`config.mk`:
```
export PLATFORM = sky130hd
export DESIGN_NAME = i2s_tx_ctrl
export DESIGN_NICKNAME = d
export VERILOG_FILES = /design/src/rtl/i2s_tx_ctrl.sv
export SDC_FILE = /design/constraint.sdc
export NUM_CORES = 1
export LEC_CHECK = 0
export CORE_UTILIZATION = 45
export DETAILED_ROUTE_END_ITERATION = 8
export DONT_BUFFER_PORTS = 1
export SYNTH_ARGS = -nofsm -noshare
export SYNTH_HDL_FRONTEND = slang
export SYNTH_SLANG_ARGS = --single-unit
```
`constraint.sdc`:
```
create_clock -name clk -period 2 [get_ports clk]
set_input_delay 0.4 -clock clk [delete_from_list [all_inputs] [get_ports clk]]
set_output_delay 0.4 -clock clk [all_outputs]
set_load 0.05 [all_outputs]
```
`src/rtl/i2s_tx_ctrl.sv`:
```
// I2S transmitter: serializes {left, right} sample pairs MSB-first with the
// standard one-bit delay after lrck, behind a single-entry holding register.
module i2s_tx_ctrl #(
    parameter int unsigned DIV   = 4,
    parameter int unsigned WIDTH = 16
) (
    input  logic             clk,
    input  logic             reset,
    input  logic             enable,
    input  logic [WIDTH-1:0] sample_l,
    input  logic [WIDTH-1:0] sample_r,
    input  logic             sample_valid,
    output logic             sample_ready,
    output logic             bck,
    output logic             lrck,
    output logic             sdata,
    output logic             underrun,
    output logic [7:0]       underrun_cnt
);

    localparam int unsigned FW = 2 * WIDTH;
    localparam int unsigned CW = $clog2(FW);
    localparam logic [7:0]    PRESC_MAX = 8'(DIV - 1);
    localparam logic [CW-1:0] CNT_LAST  = CW'(FW - 1);
    localparam logic [CW-1:0] CNT_RIGHT = CW'(WIDTH);

    typedef enum logic {StIdle, StRun} state_e;

    state_e           state_q, state_d;
    logic [7:0]       presc_q, presc_d;
    logic [CW-1:0]    bit_cnt_q, bit_cnt_d;
    logic             bck_q, bck_d;
    logic             lrck_q, lrck_d;
    logic             sdata_q, sdata_d;
    logic             underrun_q, underrun_d;
    logic [7:0]       ur_cnt_q, ur_cnt_d;
    logic [FW-1:0]    frame_q, frame_d;
    logic [WIDTH-1:0] hold_l_q, hold_l_d;
    logic [WIDTH-1:0] hold_r_q, hold_r_d;
    logic             hold_full_q, hold_full_d;
    logic             frame_start;
    logic             handshake;
    logic [CW-1:0]    cnt_inc;

    assign handshake = sample_valid & ~hold_full_q;
    assign cnt_inc   = bit_cnt_q + CW'(1);

    always_comb begin
        state_d     = state_q;
        presc_d     = presc_q;
        bit_cnt_d   = bit_cnt_q;
        bck_d       = bck_q;
        lrck_d      = lrck_q;
        sdata_d     = sdata_q;
        underrun_d  = 1'b0;
        ur_cnt_d    = ur_cnt_q;
        frame_d     = frame_q;
        hold_l_d    = hold_l_q;
        hold_r_d    = hold_r_q;
        hold_full_d = hold_full_q;
        frame_start = 1'b0;

        unique case (state_q)
            StIdle: begin
                presc_d   = '0;
                bit_cnt_d = '0;
                bck_d     = 1'b0;
                lrck_d    = 1'b0;
                sdata_d   = 1'b0;
                if (enable) begin
                    state_d     = StRun;
                    frame_start = 1'b1;
                end
            end
            StRun: begin
                if (presc_q == PRESC_MAX) begin
                    presc_d = '0;
                    bck_d   = ~bck_q;
                    if (bck_q) begin
                        // bck fall: advance one bit; the frame shifts out of its MSB
                        if (bit_cnt_q == CNT_LAST) begin
                            bit_cnt_d = '0;
                            lrck_d    = 1'b0;
                            if (enable) begin
                                sdata_d     = frame_q[FW-1];
                                frame_start = 1'b1;
                            end else begin
                                state_d = StIdle;
                                sdata_d = 1'b0;
                            end
                        end else begin
                            bit_cnt_d = cnt_inc;
                            lrck_d    = (cnt_inc >= CNT_RIGHT);
                            sdata_d   = frame_q[FW-1];
                            frame_d   = {frame_q[FW-2:0], 1'b0};
                        end
                    end
                end else begin
                    presc_d = presc_q + 8'd1;
                end
            end
            default: state_d = StIdle;
        endcase

        // Transfer uses the holding register's old content; a same-edge handshake refills it.
        if (frame_start) begin
            if (hold_full_q) begin
                frame_d     = {hold_l_q, hold_r_q};
                hold_full_d = 1'b0;
            end else begin
                frame_d    = '0;
                underrun_d = 1'b1;
                if (ur_cnt_q != 8'hFF) begin
                    ur_cnt_d = ur_cnt_q + 8'd1;
                end
            end
        end

        if (handshake) begin
            hold_l_d    = sample_l;
            hold_r_d    = sample_r;
            hold_full_d = 1'b1;
        end
    end

    always_ff @(posedge clk or negedge reset) begin
        if (!reset) begin
            state_q     <= StIdle;
            presc_q     <= '0;
            bit_cnt_q   <= '0;
            bck_q       <= 1'b0;
            lrck_q      <= 1'b0;
            sdata_q     <= 1'b0;
            underrun_q  <= 1'b0;
            ur_cnt_q    <= '0;
            frame_q     <= '0;
            hold_l_q    <= '0;
            hold_r_q    <= '0;
            hold_full_q <= 1'b0;
        end else begin
            state_q     <= state_d;
            presc_q     <= presc_d;
            bit_cnt_q   <= bit_cnt_d;
            bck_q       <= bck_d;
            lrck_q      <= lrck_d;
            sdata_q     <= sdata_d;
            underrun_q  <= underrun_d;
            ur_cnt_q    <= ur_cnt_d;
            frame_q     <= frame_d;
            hold_l_q    <= hold_l_d;
            hold_r_q    <= hold_r_d;
            hold_full_q <= hold_full_d;
        end
    end

    assign sample_ready = ~hold_full_q;
    assign bck          = bck_q;
    assign lrck         = lrck_q;
    assign sdata        = sdata_q;
    assign underrun     = underrun_q;
    assign underrun_cnt = ur_cnt_q;

endmodule

```
==> impl_metrics.tcl <==
set metrics [dict create \
    gp_congestion 0.795 \
    setup_viol 5 \
    portBuffers 0 \
    grt_use_total_pct 20.8 \
    grt_max_degree 91 \
    drc 12 \
    dieArea_sq_mm 0.00957 \
    root_buffer "clkbuf_8" \
    gr-total-overflow 0 \
    start_util_pct 46.9 \
    drv_slew 0 \
    dr.first_iter.drc_count 196 \
    first_pass_iters 7 \
    tritoncts "built" \
    syn_nets 425 \
    wl_mm 9.71 \
    vdd_drop_max_uv 633 \
    cap_violations 0 \
    final_hold_viol_count 90 \
    status "finished with violations" \
    min_period_ns 2.04 \
    core-area_sq_mm 0.00881 \
    power_leakage_nw 2.06 \
    worst_pin_slew_ns 0.518 \
    ant_nets 0 \
    synth-seq-cells 90 \
    synth_cell_type_count 42 \
    clk_pin_slew_ns 0.10 \
    synthToLayoutAreaGrowth_pct 23.9 \
    clkLatencyLatePin_ns 0.35 \
    hold_path.class "in2async" \
    grt_first_pass_wirelength_mm 15.9 \
    violations "design-rule violations, negative hold slack, negative setup slack" \
    placed_cell_area_sq_mm 0.00453 \
    h-tree-depth 3 \
    avgRoutedWirePerCell_um 18.2 \
    cp_max_fo 4 \
    finalCritPeriodShare_pct 102 \
    fin_skew_ns 0.00878 \
    fin_nets 459 \
    rsz0062_at_grt "true" \
    grt_pass1_vias 3174 \
    ys_warn_count 0 \
    numCtsBuffers 9 \
    max-clock-path-buffers 2 \
    dp_hpwl_mm 5.61 \
    start_kind "flip-flop" \
    die_h_um 97.8 \
    synth_area_per_cell_sq_um 10.7 \
    timing.final.ws_setup_ns -0.0426 \
    num_rows 34 \
    required_ns 2.25 \
    pin_count 49 \
    p_per_area_mw_per_mm2 1190 \
    vias 3170 \
    slew_headroom_pct 65.5 \
    preCtsSetupSlack_ns -0.0571 \
    clock-sinks 90 \
    hold_ws_ns -0.272 \
    fin_area_sq_mm 0.00512 \
    synth_cells 385 \
    drive_gt1_share_pct 35.4 \
    synth.cell_area_sq_mm 0.00413 \
    fillers 755 \
    path_class "reg2reg" \
    reg2reg_depth 5 \
    max_freq_ghz 0.490 \
    cp-end-kind "flip-flop" \
    via_per_inst 5.95 \
    ys_seq_area_share_pct 54.5 \
    antenna_found_initial 0 \
    arrival_ns 2.29 \
    die_w_um 97.8 \
]
## cells by family after synthesis
logic type                 after synthesis  synth area share, %
adders and majority gates                4                 1.21
DFF                                     90                 54.5
and+or+nand+nor                         66                 9.09
muxes                                   35                 9.54
buffers and inverters                   33                 3.85
AOI/OAI and AO/OA                      147                 19.7
xor gates and xnor gates                10                 2.12
## power by group
group	internal, mW	switching, mW	total [mW]
clock	0.576	0.671	1.25
sequential	2.52	0.500	3.02
combinational	0.955	0.859	1.81
## cell usage after synthesis, drive strengths merged
cell type	number	area share, %
o21ai	68	8.3
inv	3	0.27
or2	2	0.30
nor3b	2	0.36
o31a	1	0.21
xor2	7	1.5
buf	13	2.0
a21oi	39	4.7
o21bai	1	0.18
nor4bb	1	0.24
and4b	1	0.24
nor3	6	0.73
or4b	2	0.48
o2111ai	1	0.21
and4	1	0.21
a32o	3	0.73
nand2	12	1.1
nor2b	2	0.30
a21o	1	0.18
mux2	35	9.5
and3	2	0.30
nand4	2	0.30
a31oi	31	4.7
nand2b	4	0.61
nor4b	1	0.21
o211ai	1	0.18
ha	4	1.2
nor2	10	0.91
nor4	2	0.67
a21bo	1	0.24
dfrtp	90	55
or3	4	0.61
and2	2	0.30
nand3	10	1.2
clkbuf	17	1.5
xnor2	3	0.64
## cell usage in the layout, fill, tap and decap left out, types with 3 or more instances in the layout
cell / count
dfrtp_1: 89
buf_4: 40
a21oi_1: 38
o21ai_0: 37
mux2_2: 33
a31oi_1: 28
o21ai_2: 19
nand3_1: 10
nand2_1: 10
nor2_1: 10
o21ai_1: 9
clkbuf_8: 9
xor2_1: 7
buf_12: 7
or3_1: 4
nand2b_1: 4
nor3_1: 4
xnor2_1: 3
a31oi_2: 3
o21ai_4: 3
a32o_1: 3
clkinv_2: 3
## stage by stage
stage          instances  hold WS, ns  setup TNS [ns]  utilization (%)  power, mW
2_1_floorplan        385        0.104               0                -       4.13
3_3_place_gp         503        0.106               0             51.5       4.58
3_5_place_dp         503        0.107          -0.274             51.5       4.66
4_1_cts              526       -0.284          -0.468             55.6       5.93
5_1_grt              532       -0.299           -2.21             58.1       6.48
6_report             533       -0.272          -0.116             58.1       6.08
## critical path: stages, from the launching register on
cell and delay (ns):
dfrtp_1 0.40, ha_4 0.15, or4b_4 0.51, o31a_1 0.40, nor3_2 0.16, mux2_4 0.31
## final timing paths
kind	slack, ns	startpoint	end
worst max-delay path	-0.04	presc_q[0]	underrun_cnt[4]
worst min-delay path	-0.27	reset	underrun_cnt[7]
worst max register to register	-0.04	presc_q[0]	underrun_cnt[4]
worst min register to register	0.51	hold_r_q[1]	hold_r_q[1]
max in group asynchronous	2.14	reset	bit_cnt_q[3]
min in group clk	0.17	enable	state_q
## repair_timing
| item | 4_1_cts | 5_1_grt |
|---|---|---|
| endpoints found under the hold margin | 90 | 90 |
| gates cloned | 3 | 2 |
| setup endpoints to repair | 32 | 36 |
| setup buffers | 4 | 5 |
| resized for setup | 13 | 38 |
| pin swaps | 21 | 19 |
## registers in the layout, indices dropped and copies added, names as in the netlist
name,cells
presc_q,8
hold_full_q,1
hold_l_q,16
hold_r_q,16
frame_q,32
underrun,1
bit_cnt_q,5
underrun_cnt,8
sdata,1
bck,1
state_q,1
## cell type report
cell class / count / area [sq um] / share of cell area [%]
inverter: 3 / 11.3 / 0.220
timing repair buffer: 53 / 572 / 11.2
clock buffer: 9 / 124 / 2.42
tap: 108 / 135 / 2.64
sequential: 90 / 2250 / 44.0
clock inverter: 7 / 70.1 / 1.37
antenna: 1 / 2.50 / 0.0489
multi-input combinational: 262 / 1950 / 38.1
## routing by layer
metal | GRT usage, % | vias to the layer above | routed length [um]
met5 | 0 | - | 0
met4 | 5.59 | 0 | 142
met3 | 4.15 | 12 | 394
met2 | 34.1 | 65 | 4790
met1 | 28.5 | 1593 | 4390
li1 | - | 1500 | -
No activity file was read; power rests on OpenSTA's default activity.
